[src/rtl/cmp_sort_pkg.sv]
// Shared types and sizing helpers for the comparator-driven bubble sorter.
package cmp_sort_pkg;

  typedef enum logic [1:0] {LOAD, SORT, OUT} sort_state_t;

  localparam int DATA_W = 4;

  // Wide enough to hold the worst-case swap total N*(N-1)/2.
  function automatic int swap_cnt_w(input int n);
    return $clog2(n * (n - 1) / 2 + 1);
  endfunction

endpackage

[src/rtl/cmp_sort_sequencer_cmp.sv]
// 4-bit magnitude comparator; the only data compare used by the sorter.
module comparator_4Bit (
  input  logic [3:0] a,
  input  logic [3:0] b,
  output logic       lesser,
  output logic       greater,
  output logic       equal
);

  assign lesser  = (a < b);
  assign greater = (a > b);
  assign equal   = (a == b);

endmodule

[src/rtl/cmp_sort_sequencer.sv]
// Loads N 4-bit values, bubble-sorts them in place one compare-and-swap per
// cycle through a shared comparator, then streams them out in order.
module cmp_sort_sequencer
  import cmp_sort_pkg::*;
#(
  parameter int N       = 4,
  parameter bit DESCEND = 1'b0
) (
  input  logic                     clk,
  input  logic                     rst,
  input  logic                     in_valid,
  output logic                     in_ready,
  input  logic [DATA_W-1:0]        in_data,
  output logic                     out_valid,
  input  logic                     out_ready,
  output logic [DATA_W-1:0]        out_data,
  output logic                     out_last,
  output logic                     busy,
  output logic [swap_cnt_w(N)-1:0] swap_count,
  output sort_state_t              dbg_state
);

  localparam int IW = (N > 1) ? $clog2(N) : 1;
  localparam int SC_W = swap_cnt_w(N);
  localparam logic [IW-1:0] LAST_IDX = IW'(N - 1);
  localparam logic [IW-1:0] LAST_PASS = IW'(N - 2);

  sort_state_t       r_state;
  logic [DATA_W-1:0] r_mem [N];
  logic [IW-1:0]     r_wr_idx;
  logic [IW-1:0]     r_rd_idx;
  logic [IW-1:0]     r_pass;
  logic [IW-1:0]     r_i;
  logic              r_pass_swapped;
  logic [SC_W-1:0]   r_swap_count;

  logic [IW-1:0]     w_i_nxt;
  logic [DATA_W-1:0] w_a;
  logic [DATA_W-1:0] w_b;
  logic              w_lt;
  logic              w_gt;
  logic              w_eq;
  logic              w_do_swap;
  logic              w_pass_any;
  logic              w_pass_end;

  assign w_i_nxt = r_i + IW'(1);
  assign w_a     = r_mem[r_i];
  assign w_b     = r_mem[w_i_nxt];

  comparator_4Bit u_cmp (
    .a       (w_a),
    .b       (w_b),
    .lesser  (w_lt),
    .greater (w_gt),
    .equal   (w_eq)
  );

  // Equal neighbours never swap, which keeps the sort stable.
  assign w_do_swap  = !w_eq && (DESCEND ? w_lt : w_gt);
  assign w_pass_any = r_pass_swapped || w_do_swap;
  assign w_pass_end = (int'(r_i) + int'(r_pass)) >= (N - 2);

  // Handshakes: a transfer happens on a rising edge where valid and ready are
  // both high; ready is a pure function of state, never of the partner's valid.
  assign in_ready   = (r_state == LOAD);
  assign out_valid  = (r_state == OUT);
  assign out_data   = r_mem[r_rd_idx];
  assign out_last   = (r_state == OUT) && (r_rd_idx == LAST_IDX);
  assign busy       = (r_state != LOAD);
  assign swap_count = r_swap_count;
  assign dbg_state  = r_state;

  always_ff @(posedge clk) begin
    if (rst) begin
      r_state        <= LOAD;
      r_wr_idx       <= '0;
      r_rd_idx       <= '0;
      r_pass         <= '0;
      r_i            <= '0;
      r_pass_swapped <= 1'b0;
      r_swap_count   <= '0;
      for (int k = 0; k < N; k++) begin
        r_mem[k] <= '0;
      end
    end else begin
      case (r_state)
        LOAD: begin
          if (in_valid && in_ready) begin
            r_mem[r_wr_idx] <= in_data;
            if (r_wr_idx == '0) begin
              r_swap_count <= '0;
            end
            if (r_wr_idx == LAST_IDX) begin
              r_state        <= SORT;
              r_wr_idx       <= '0;
              r_pass         <= '0;
              r_i            <= '0;
              r_pass_swapped <= 1'b0;
            end else begin
              r_wr_idx <= r_wr_idx + IW'(1);
            end
          end
        end

        SORT: begin
          if (w_do_swap) begin
            r_mem[r_i]     <= w_b;
            r_mem[w_i_nxt] <= w_a;
            r_swap_count   <= r_swap_count + SC_W'(1);
          end
          // A pass with no swap means the buffer is already ordered.
          if (!w_pass_end) begin
            r_i            <= w_i_nxt;
            r_pass_swapped <= w_pass_any;
          end else if (!w_pass_any || (r_pass == LAST_PASS)) begin
            r_state <= OUT;
          end else begin
            r_pass         <= r_pass + IW'(1);
            r_i            <= '0;
            r_pass_swapped <= 1'b0;
          end
        end

        OUT: begin
          if (out_valid && out_ready) begin
            if (r_rd_idx == LAST_IDX) begin
              r_state  <= LOAD;
              r_rd_idx <= '0;
            end else begin
              r_rd_idx <= r_rd_idx + IW'(1);
            end
          end
        end

        default: r_state <= LOAD;
      endcase
    end
  end

endmodule

[config.mk]
export PLATFORM = sky130hd
export DESIGN_NAME = cmp_sort_sequencer
export DESIGN_NICKNAME = d
export VERILOG_FILES = /design/src/rtl/cmp_sort_pkg.sv /design/src/rtl/cmp_sort_sequencer_cmp.sv /design/src/rtl/cmp_sort_sequencer.sv
export SDC_FILE = /design/constraint.sdc
export NUM_CORES = 1
export LEC_CHECK = 0
export ABC_AREA = 1
export BUFFER_PORTS_ARGS = -buffer_cell sky130_fd_sc_hd__buf_2
export CAP_MARGIN = 30
export CORE_MARGIN = 2
export CORE_UTILIZATION = 35
export CTS_BUF_LIST = sky130_fd_sc_hd__clkbuf_8
export DETAILED_ROUTE_END_ITERATION = 7
export SYNTH_ARGS = -nofsm -noshare
export SYNTH_HDL_FRONTEND = slang
export SYNTH_HIERARCHICAL = 1
export SYNTH_SLANG_ARGS = --single-unit
[constraint.sdc]
create_clock -name clk -period 6.8 [get_ports clk]
set_input_delay 0.34 -clock clk [delete_from_list [all_inputs] [get_ports clk]]
set_output_delay 0.34 -clock clk [all_outputs]
set_load 0.01 [all_outputs]
Yosys cells after proc, flatten, opt, wreduce, memory -nomap -nowiden
Memory sizes are Yosys's and may differ from the RTL's. A register that Yosys moved wholly into a read port is not among the register bits.
Index checks and enable logic that the tools add are counted.
Widths: inputs -> output; s select.

operators by class
  div/mod/pow operators = 0
  $lt $le $gt $ge = 2
  multiply operators = 0
  shift-type cells = 0
  add/sub/neg operators = 6
  eq/ne operators = 16
  bitwise operators = 0
  multiplexer cells = 49
  reductions and logical operators = 21

operators with widths
  cell                 count
  $mux 2               21
  $mux 1               17
  $mux 4               3
  $reduce_or 4->1      3
  $ne 2x1->1 const B   5
  $mux 3               3
  $add 2x1->2 const B  4
  $eq 2x2->1 const B   4
  $ne 2x2->1 const B   4
  $pmux 2 s2           2
  $reduce_and 4->1     2
  $pmux 2 s3           1
  $pmux 3 s2           1
  $reduce_and 6->1     1
  $reduce_and 5->1     1
  $eq 4x4->1           1
  $gt 4x4->1           1
  $logic_and 1x1->1    4
  $logic_not 2->1      2
  $reduce_and 2->1     2
  $reduce_bool 2->1    2
  $add 2x2->3          1
  $add 3x1->3 const B  1
  $ge 3x2->1 const B   1
  5 further kinds      7

word-level totals
  memories kept = 1
  flip-flop bits (word level) = 14
  word-level logic and storage cells = 102
  input bits = 8
  bits in writable memories = 16
  bits in latches = 0
  output and inout bits = 13
  bits in read-only memories = 0

memories
  name   words  width  rd ports  clocked after memory_dff  write ports  line                      RTL
  r_mem  4      4      3         2                         4            cmp_sort_sequencer.sv:29  logic [DATA_W-1:0] r_mem [N];

Longest topological paths before layout
An unclocked memory read counts as a cell.

  word-level depth = 13
  depth in mapped cells = 21
  gate-level depth less buffers = 21

By module
The synthesis kept the hierarchy.

modules (own cells, without submodules)
  module              times used  area an instance (um2)  seq. area each (um2)  cells an instance
  cmp_sort_sequencer  1           2208.4                  840.8                 329
  comparator_4Bit     1           115.1                   0.0                   20

Least setup slack after synthesis
Ideal clock, no wire load.

  path type = register to register
  from = reg r_i[0]
  to = mem r_mem[2][0], enable pin
  path slack = 3.750 ns
  stages on the path, launching flop included = 18
  library setup time = 0.361 ns
  buffers on the path = 0
  data required time = 6.439 ns
  arrival time = 2.688 ns
  period minus slack after synthesis = 3.050 ns
  cells stage by stage = dfxtp_1 -> clkinv_1 -> ha_1 -> inv_1 -> nand3_1 -> nand2_1 -> inv_1 -> ha_1 -> nand2_1 -> inv_1 -> nand2_1 -> a21oi_1 -> nand2_1 -> nor2_1 -> nand3_1 -> nand2_1 -> inv_1 -> o21ai_0

RTL lines
  element                 line                       RTL
  start, declared         cmp_sort_sequencer.sv:33   logic [IW-1:0] r_i;
  start signal, assigned  cmp_sort_sequencer.sv:114  r_i <= w_i_nxt;
  end, declared           cmp_sort_sequencer.sv:29

==> metrics.txt <==
status=finished, final reports clean; Starting Density=36.3%; leakage=1.30 nW; PortBufs=20; Core Footprint=6390 µm²; Crit. End Element=flip-flop; worst hold path type=in -> reg; fin. max-slew vios=0; GPL Wtd Cong=0.925; RSZ-0062 raised after global routing=false; RR Endpoint=r_mem[2][1]; FF-to-FF path depth=17; number of remaining DRC errors=0; Area Overhead vs Synth=12.5%; Tmin final=3.98 ns; Final HPWL DP=4660 µm; row cnt=29; Max-slew headroom=49.7%; Post-CTS Resized=0; Synth Instances=348; synth warn=6; antenna viol nets, final=0; WL per Instance=13.1 µm; TritonCTS buffer count=5; clock sinks=34; diode count=0; worst skew pair latency=0.29 ns; CP Data Required Time=6.72 ns; Final setup viols=0; final WL=5880 µm; Overflow after GRT=0; DR pass1 iterations=5; most used cell along the critical path=nand2_1; Crit. Startpoint=r_i[0]; initial detailed-routing violation count=104; initial antenna violation count=0; CTS H-tree lvls=2; Power Density=281 nW/µm²; Post-CTS Setup Bufs=0; Critical Path End=r_mem[2][1]; total die area=7290 µm²; Period Utilization, post-route=58.6%; Vias=2217; Util after Layout=40.8%; CTS root buf=clkbuf_8; syn_nets=370; clock buffer depth=2; multi-input logic area=1240 µm²; MaxCap Viol Count=0; Final TNS setup=0 ns; crit path kind=reg -> reg; R2R Setup Slk=2.82 ns; Hold Path Stages=4; Fmax=251 MHz; Die Width=85.4 µm; Final Hold Viols=0; max incr delay on CP=0.60 ns; worst-path maximum fanout=14; die height=85.4 µm; Final Skew=0.00698 ns; critical path cell sequence=clkinv_1 -> ha_1 -> inv_1 -> nand3_1 -> nand2_1 -> inv_1 -> ha_1 -> nand2_1 -> inv_1 -> nand2_1 -> a21oi_1 -> nand2_1 -> nor2_1 -> nand3_1 -> nand2_1 -> inv_1 -> o21ai_0; vias per inst=4.94; Mapped Avg Cell Area=6.66 µm²; vias in the first global route=2031; Max VDD drop=0.139 mV; register area=841 µm²; Slew @ Worst Pin=0.746 ns; CP max-delay cell=o21ai_0; Hold WS=0.367 ns; layout cells sized above 1=10.2%; Worst-path clk slew=0.07 ns; Arr. time, crit path=3.90 ns; Mapped Area=2320 µm²; global-route wire length before repair=9740 µm; GRT Resource Usage Total=17.0%; Crit Reg-Reg Startpoint=r_i[0]; Hold Buf Count CTS=0; CTS tree=built; Fill cells=665; Ports=21; largest net degree at the start of global routing=17; Final #Nets=393; crit path launch type=flip-flop
==> critical path, delay by kind of cell, from the launching register on <==
family | cells | cell delay (ns)
AOI/OAI and AO/OA | 2 | 0.76
adders and majority gates | 2 | 0.75
buffers and inverters | 5 | 0.72
DFF | 1 | 0.59
and+or+nand+nor | 8 | 0.81
==> power by group <==
| group | internal [mW] | switching [mW] | leakage, nW |
|---|---|---|---|
| clock network | 0.108 | 0.0773 | 0.0579 |
| registers | 0.245 | 0.0311 | 0.312 |
| logic | 0.0858 | 0.186 | 0.927 |
| total | 0.439 | 0.295 | 1.30 |
==> cell usage in the layout, fill, tap and decap left out, types with 2 or more instances in the layout <==
cell and instances:
nand2_1 115, inv_1 58, a21oi_1 41, o21ai_0 25, nand3_1 20, buf_2 20
nor2_1 18, dfxtp_1 18, edfxtp_1 16, ha_1 13, clkbuf_8 5, o21ai_1 4
nor2_4 3, nor2_2 2, clkinv_2 2
==> per-stage QoR <==
| stage | power, mW | std cells | setup WS [ns] | cell area, µm² |
|---|---|---|---|---|
| 4_1_cts | 0.735 | 449 | 2.84 | 2610 |
| 3_3_place_gp | 0.548 | 441 | 3.03 | 2500 |
| 6_report | 0.734 | 449 | 2.82 | 2610 |
| 3_5_place_dp | 0.550 | 441 | 2.87 | 2500 |
| 5_1_grt | 0.796 | 449 | 2.33 | 2610 |
| 2_1_floorplan | 0.477 | 348 | 3.76 | 2320 |
==> metal layers <==
layer / vias up / track usage, % / share of wire (%)
li1: 1153 / - / -
met1: 1009 / 23.0 / 49
met2: 47 / 27.3 / 46
met3: 8 / 2.53 / 3.1
met4: 0 / 6.64 / 1.9
met5: - / 0 / 0
==> final cells by class <==
class	count	share of cell area, %
Clock buffer	5	2.64
Clock inverter	3	1.54
Inverter	60	8.64
Multi-Input combinational cell	250	47.4
Sequential cell	34	32.2
Tap cell	77	3.69
Timing Repair Buffer	20	3.84
==> how the worst min path moves through the flow <==
stage / to / startpoint / slack (ns)
floorplan: flip-flop / r_rd_idx[1] / 0.46
global placement: swap_count[2] / swap_count[2] / 0.48
detailed placement: swap_count[1] / swap_count[1] / 0.49
CTS: dbg_state[1] / out_ready / 0.36
global route: r_rd_idx[1] / out_ready / 0.39
finish: dbg_state[1] / out_ready / 0.37
Note: power is estimated with default switching activity, not from simulation.
